**src/rtl/fcu_result_stage.sv**
```systemverilog
// Result stage behind the FCU calc bus: classifies RET mispredicts and BRK
// exceptions, queues results, and squashes younger results after a delivered miss.
module fcu_result_stage #(
  parameter int WID   = 52,
  parameter int AMSB  = 51,
  parameter int RBIT  = 4,
  parameter int DEPTH = 2
) (
  input  logic            clk_i,
  input  logic            rst_ni,
  input  logic            flush_i,
  input  logic            in_valid_i,
  output logic            in_ready_o,
  input  logic [RBIT-1:0] in_rid_i,
  input  logic [1:0]      in_kind_i,
  input  logic [WID-1:0]  in_bus_i,
  input  logic [AMSB:0]   in_predpc_i,
  output logic            out_valid_o,
  input  logic            out_ready_i,
  output logic [RBIT-1:0] out_rid_o,
  output logic [WID-1:0]  out_res_o,
  output logic            out_miss_o,
  output logic [AMSB:0]   out_misspc_o,
  output logic            out_exc_o,
  output logic [31:0]     miss_cnt_o
);
  localparam int PW = (DEPTH > 1) ? $clog2(DEPTH) : 1;
  localparam logic [1:0] K_RET = 2'd1;
  localparam logic [1:0] K_BRK = 2'd3;
  localparam logic [WID-1:0] BRK_RES = WID'({((WID + 3) / 4){4'hC}});

  typedef struct packed {
    logic [RBIT-1:0] rid;
    logic [WID-1:0]  res;
    logic            miss;
    logic [AMSB:0]   misspc;
    logic            exc;
  } ent_t;

  typedef enum logic {RUN, SQUASH} st_e;

  st_e         st;
  ent_t        mem [DEPTH];
  ent_t        nent, head;
  logic [PW-1:0] wp, rp;
  logic [PW:0]   cnt;
  logic        push, pop, miss_pop, mem_we;
  logic [31:0] miss_nxt;

  assign in_ready_o  = (st == SQUASH) || (cnt != (PW+1)'(DEPTH));
  assign out_valid_o = (st == RUN) && (cnt != '0);
  assign head        = mem[rp];
  assign push        = in_valid_i && in_ready_o;
  assign pop         = out_valid_o && out_ready_i;
  assign miss_pop    = pop && head.miss;
  // Writes are dropped while squashing, on flush, and on the edge a miss leaves.
  assign mem_we      = push && !flush_i && (st == RUN) && !miss_pop;
  assign miss_nxt    = (miss_pop && miss_cnt_o != 32'hFFFF_FFFF) ? miss_cnt_o + 32'd1 : miss_cnt_o;

  always_comb begin
    nent     = '0;
    nent.rid = in_rid_i;
    nent.res = in_bus_i;
    case (in_kind_i)
      K_RET: begin
        nent.miss   = (in_bus_i[AMSB:0] != in_predpc_i);
        nent.misspc = in_bus_i[AMSB:0];
      end
      K_BRK: begin
        nent.res = BRK_RES;
        nent.exc = 1'b1;
      end
      default: ;
    endcase
  end

  always_ff @(posedge clk_i) begin
    if (mem_we) mem[wp] <= nent;
  end

  always_ff @(posedge clk_i or negedge rst_ni) begin
    if (!rst_ni) begin
      st         <= RUN;
      wp         <= '0;
      rp         <= '0;
      cnt        <= '0;
      miss_cnt_o <= '0;
    end else begin
      miss_cnt_o <= miss_nxt;
      if (flush_i || (st == RUN && miss_pop)) begin
        st  <= flush_i ? RUN : SQUASH;
        wp  <= '0;
        rp  <= '0;
        cnt <= '0;
      end else if (st == RUN) begin
        if (mem_we) wp <= wp + PW'(1);
        if (pop)    rp <= rp + PW'(1);
        if (mem_we && !pop)      cnt <= cnt + (PW+1)'(1);
        else if (pop && !mem_we) cnt <= cnt - (PW+1)'(1);
      end
    end
  end

  assign out_rid_o    = out_valid_o ? head.rid    : '0;
  assign out_res_o    = out_valid_o ? head.res    : '0;
  assign out_miss_o   = out_valid_o ? head.miss   : 1'b0;
  assign out_misspc_o = out_valid_o ? head.misspc : '0;
  assign out_exc_o    = out_valid_o ? head.exc    : 1'b0;
endmodule

```
**config.mk**
```make
export PLATFORM = sky130hd
export DESIGN_NAME = fcu_result_stage
export DESIGN_NICKNAME = d
export VERILOG_FILES = /design/src/rtl/fcu_result_stage.sv
export SDC_FILE = /design/constraint.sdc
export NUM_CORES = 1
export LEC_CHECK = 0
export BUFFER_PORTS_ARGS = -buffer_cell sky130_fd_sc_hd__buf_2
export CAP_MARGIN = 15
export CORE_MARGIN = 2
export CORE_UTILIZATION = 45
export CTS_BUF_LIST = sky130_fd_sc_hd__clkbuf_4 sky130_fd_sc_hd__clkbuf_8
export CTS_CLUSTER_SIZE = 40
export DETAILED_ROUTE_END_ITERATION = 10
export GPL_TIMING_DRIVEN = 1
export PLACE_DENSITY_LB_ADDON = 0.12
export SYNTH_ARGS = -nofsm -noshare
export SYNTH_HDL_FRONTEND = slang
export SYNTH_SLANG_ARGS = --single-unit
```
**constraint.sdc**
```tcl
create_clock -name clk_i -period 6.29 [get_ports clk_i]
set_input_delay 0.629 -clock clk_i [delete_from_list [all_inputs] [get_ports clk_i]]
set_output_delay 0.629 -clock clk_i [all_outputs]
set_load 0.02 [all_outputs]
```
==> flow_metrics.env <==
export IMPL_library_cell_occupying_the_most_area_in_the_post_synthesis_netlist="edfxtp_1"
export IMPL_clk_root_buffer_cell="clkbuf_8"
export IMPL_path_cells="buf_4 > mux2i_1 > nor2_1 > buf_2"
export IMPL_ant_nets=0
export IMPL_synth_top_flop_cell="edfxtp_1"
export IMPL_cp_end_kind="output pin"
export IMPL_final_critical_period_ns=3.921
export IMPL_ys_warn_count=0
export IMPL_regToRegStartpoint="rp"
export IMPL_top_fanout_value_on_the_critical_path=59
export IMPL_grt_remaining_overflow=0
export IMPL_power_total_w=0.003862
export IMPL_crit_buf_inv=2
export IMPL_nFillCells=2181
export IMPL_grt_setup_unrepaired="false"
export IMPL_worstSkewPairLatency_ns=0.54
export IMPL_cts_tree="built"
export IMPL_die_area_mm2=0.02652
export IMPL_place_hpwl_um=17870
export IMPL_clock_skew_final_ns=0.01551
export IMPL_syn_area_cell_um2=13.71
export IMPL_tritoncts_num_sinks=257
export IMPL_drc=0
export IMPL_cell_area_after_technology_mapping_mm2=0.01135
export IMPL_dieHeight_um=162.8
export IMPL_clkTransAtPathRegs_ns=0.06
export IMPL_cap_violations=0
export IMPL_rr_worst_depth=5
export IMPL_totalWireLength_um=27290
export IMPL_ff_to_ff_end="mem[1][86]"
export IMPL_worst_ep_arrival_time_ns=3.29
export IMPL_slowest_cell_on_crit_path="dfrtp_4"
export IMPL_timing_critical_path_from_type="flip-flop"
export IMPL_detailedRoute_firstIterationViolations=427
export IMPL_synth_net_count=944
export IMPL_layout_area_overhead_vs_synth_pct=22.01
export IMPL_viasPerCell=5.037
export IMPL_setup_viol_count_final=0
export IMPL_grt_start_max_net_pins=111
export IMPL_ff_latch_area_mm2=0.007536
export IMPL_cts_resized=0
export IMPL_grt_usage_pct=20.10
export IMPL_drt_pre_antenna_iters=5
export IMPL_holdBufCountCts=0
export IMPL_grt_pass1_wl_um=40230
export IMPL_synthArstFlopShare_pct=14.40
export IMPL_run_status="finished clean"
export IMPL_floorplan_io_pins=259
export IMPL_cts_path_max_buffers=3
export IMPL_ff2ff_setup_slack_ns=2.71
export IMPL_yosys_top_cells_area="edfxtp_1 (58%), mux2i_1 (9.8%), dfrtp_1 (8.2%)"
export IMPL_first_global_vias=7213
export IMPL_postCtsSetupRepairBufs=0
export IMPL_timing_critical_path_max_delay_family="buffers and inverters"
export IMPL_cellPowerDensity_mw_per_mm2=278.8
export IMPL_initial_utilization_pct=45.48
export IMPL_post_synth_top_count_cell="edfxtp_1"
export IMPL_die_x_um=162.8
export IMPL_core_area_mm2=0.02496
export IMPL_post_route_cells_drive_above_1_share_pct=30.25
export IMPL_synth_seq_area_share_pct=66.34
export IMPL_synth_top_cells_by_count="edfxtp_1 (220), nor2_1 (123), mux2i_1 (111)"
export IMPL_cts_htree_levels=2
export IMPL_antenna_found_initial=4
export IMPL_timing_max_transition_violations_final=0
export IMPL_port_buffer_count=258
export IMPL_period_share_pct=62.33
export IMPL_number_of_cells_produced_by_synthesis=828
export IMPL_multiInputGateArea_mm2=0.003695
export IMPL_worst_slew_pin_slew_ns=1.071
export IMPL_nets=1220
export IMPL_globalplace_congestion=0.7645
export IMPL_relSlewSlack_pct=28.61
export IMPL_synth_edff_count=220
export IMPL_timing_worst_setup_path_type="reg2out"
export IMPL_netlist_cell_type_count=36
export IMPL_static_leakage_power_nw=5.458
export IMPL_critPathMaxStageDelay_ns=1.04
export IMPL_power_ir_vdd_worst_uv=161.9
export IMPL_tritoncts_num_buffers=43
export IMPL_fin_setup_tns_ns=0
export IMPL_data_required_time_at_the_worst_endpoint_ns=5.66
export IMPL_rows=58
export IMPL_yosysTopAreaCellShare_pct=58.18
export IMPL_vias=7389
export IMPL_wire_per_inst_um=18.60
export IMPL_min_path_type="in2async"
export IMPL_timing_fmax_mhz=255.1
export IMPL_final_hold_violation_count=0
export IMPL_yosys_register_bits=257
## power by group
group / internal (W) / leakage (nW) / switching, W
combinational: 0.000169 / 2.48 / 0.000298
sequential: 0.00194 / 2.54 / 0.0000433
clock: 0.000792 / 0.434 / 0.000618
total: 0.00290 / 5.46 / 0.000960
## worst max path at each step
stage               slack (ns)  start  cells after the start          endpoint
floorplan                 0.07     rp                      6         mem[0][0]
global placement          2.65     rp                      5        mem[1][89]
detailed placement        2.64     rp                      5        mem[1][89]
CTS                       2.34     rp                      4  out_misspc_o[31]
global route              2.21     rp                      4  out_misspc_o[31]
finish                    2.37     rp                      4  out_misspc_o[31]
## kinds of logic (layout without fill, tap and decap cells)
logic type               Yosys count  count (layout)  share of synthesized area, %
other                              0               3                             0
XOR/XNOR                          85              85                         6.557
buffers and inverters             40             346                         1.322
multiplexers                     112             112                         9.884
AO/OA/AOI/OAI                     12              12                        0.9587
AND/OR/NAND/NOR                  321             321                         14.83
adder cells (fa/ha/maj)            1               1                        0.1102
flip-flops                       257             257                         66.34
## layout make-up
| cell class | instances | share of cell area (%) |
|---|---|---|
| Clock inverter | 14 | 0.5780 |
| Antenna cell | 3 | 0.05419 |
| Clock buffer | 61 | 5.338 |
| Sequential cell | 257 | 54.40 |
| Multi-Input combinational cell | 531 | 26.67 |
| Inverter | 5 | 0.1355 |
| Tap cell | 330 | 2.980 |
| Timing Repair Buffer | 266 | 9.845 |
## cell usage in the layout, fill, tap and decap left out, types with 11 or more instances in the layout
master | netlist | routed
nor4_1 | 11 | 11
nor2_1 | 123 | 122
xnor2_1 | 46 | 46
buf_2 | 0 | 258
clkinv_1 | 0 | 12
nand2_1 | 13 | 12
and2_1 | 82 | 82
xor2_1 | 39 | 39
clkbuf_8 | 0 | 45
edfxtp_1 | 220 | 220
nand4_1 | 18 | 18
nand2b_1 | 28 | 28
nand3_1 | 15 | 15
clkbuf_4 | 0 | 16
mux2i_1 | 111 | 111
dfrtp_1 | 37 | 36
## layer usage
metal	wire [um]	global-route usage, %	up-vias	share of wire [%]
li1	-	-	3526	-
met1	11860	27.02	3580	43
met2	12940	32.42	242	47
met3	1923	5.246	39	7.0
met4	555	5.752	2	2.0
met5	14	0	-	0.051
## metrics by stage
step           hold slack (ns)  cell area (um2)  util, %  setup slack [ns]  std cells
3_5_place_dp            0.4936            13030    52.18             2.639       1389
5_1_grt                 0.2483            13850    55.46             2.209       1464
4_1_cts                 0.1926            13850    55.46             2.343       1464
2_1_floorplan           0.3334            11350        -           0.06592        828
3_3_place_gp            0.4951            13030    52.18             2.649       1389
6_report                0.2128            13850    55.49             2.369       1467
## flip-flops by register name, indices dropped and copies added, names as in the netlist
name / count
cnt: 2
rp: 1
st: 1
miss_cnt_o: 32
wp: 1
mem: 220
No activity file was read; power rests on OpenSTA's default activity.
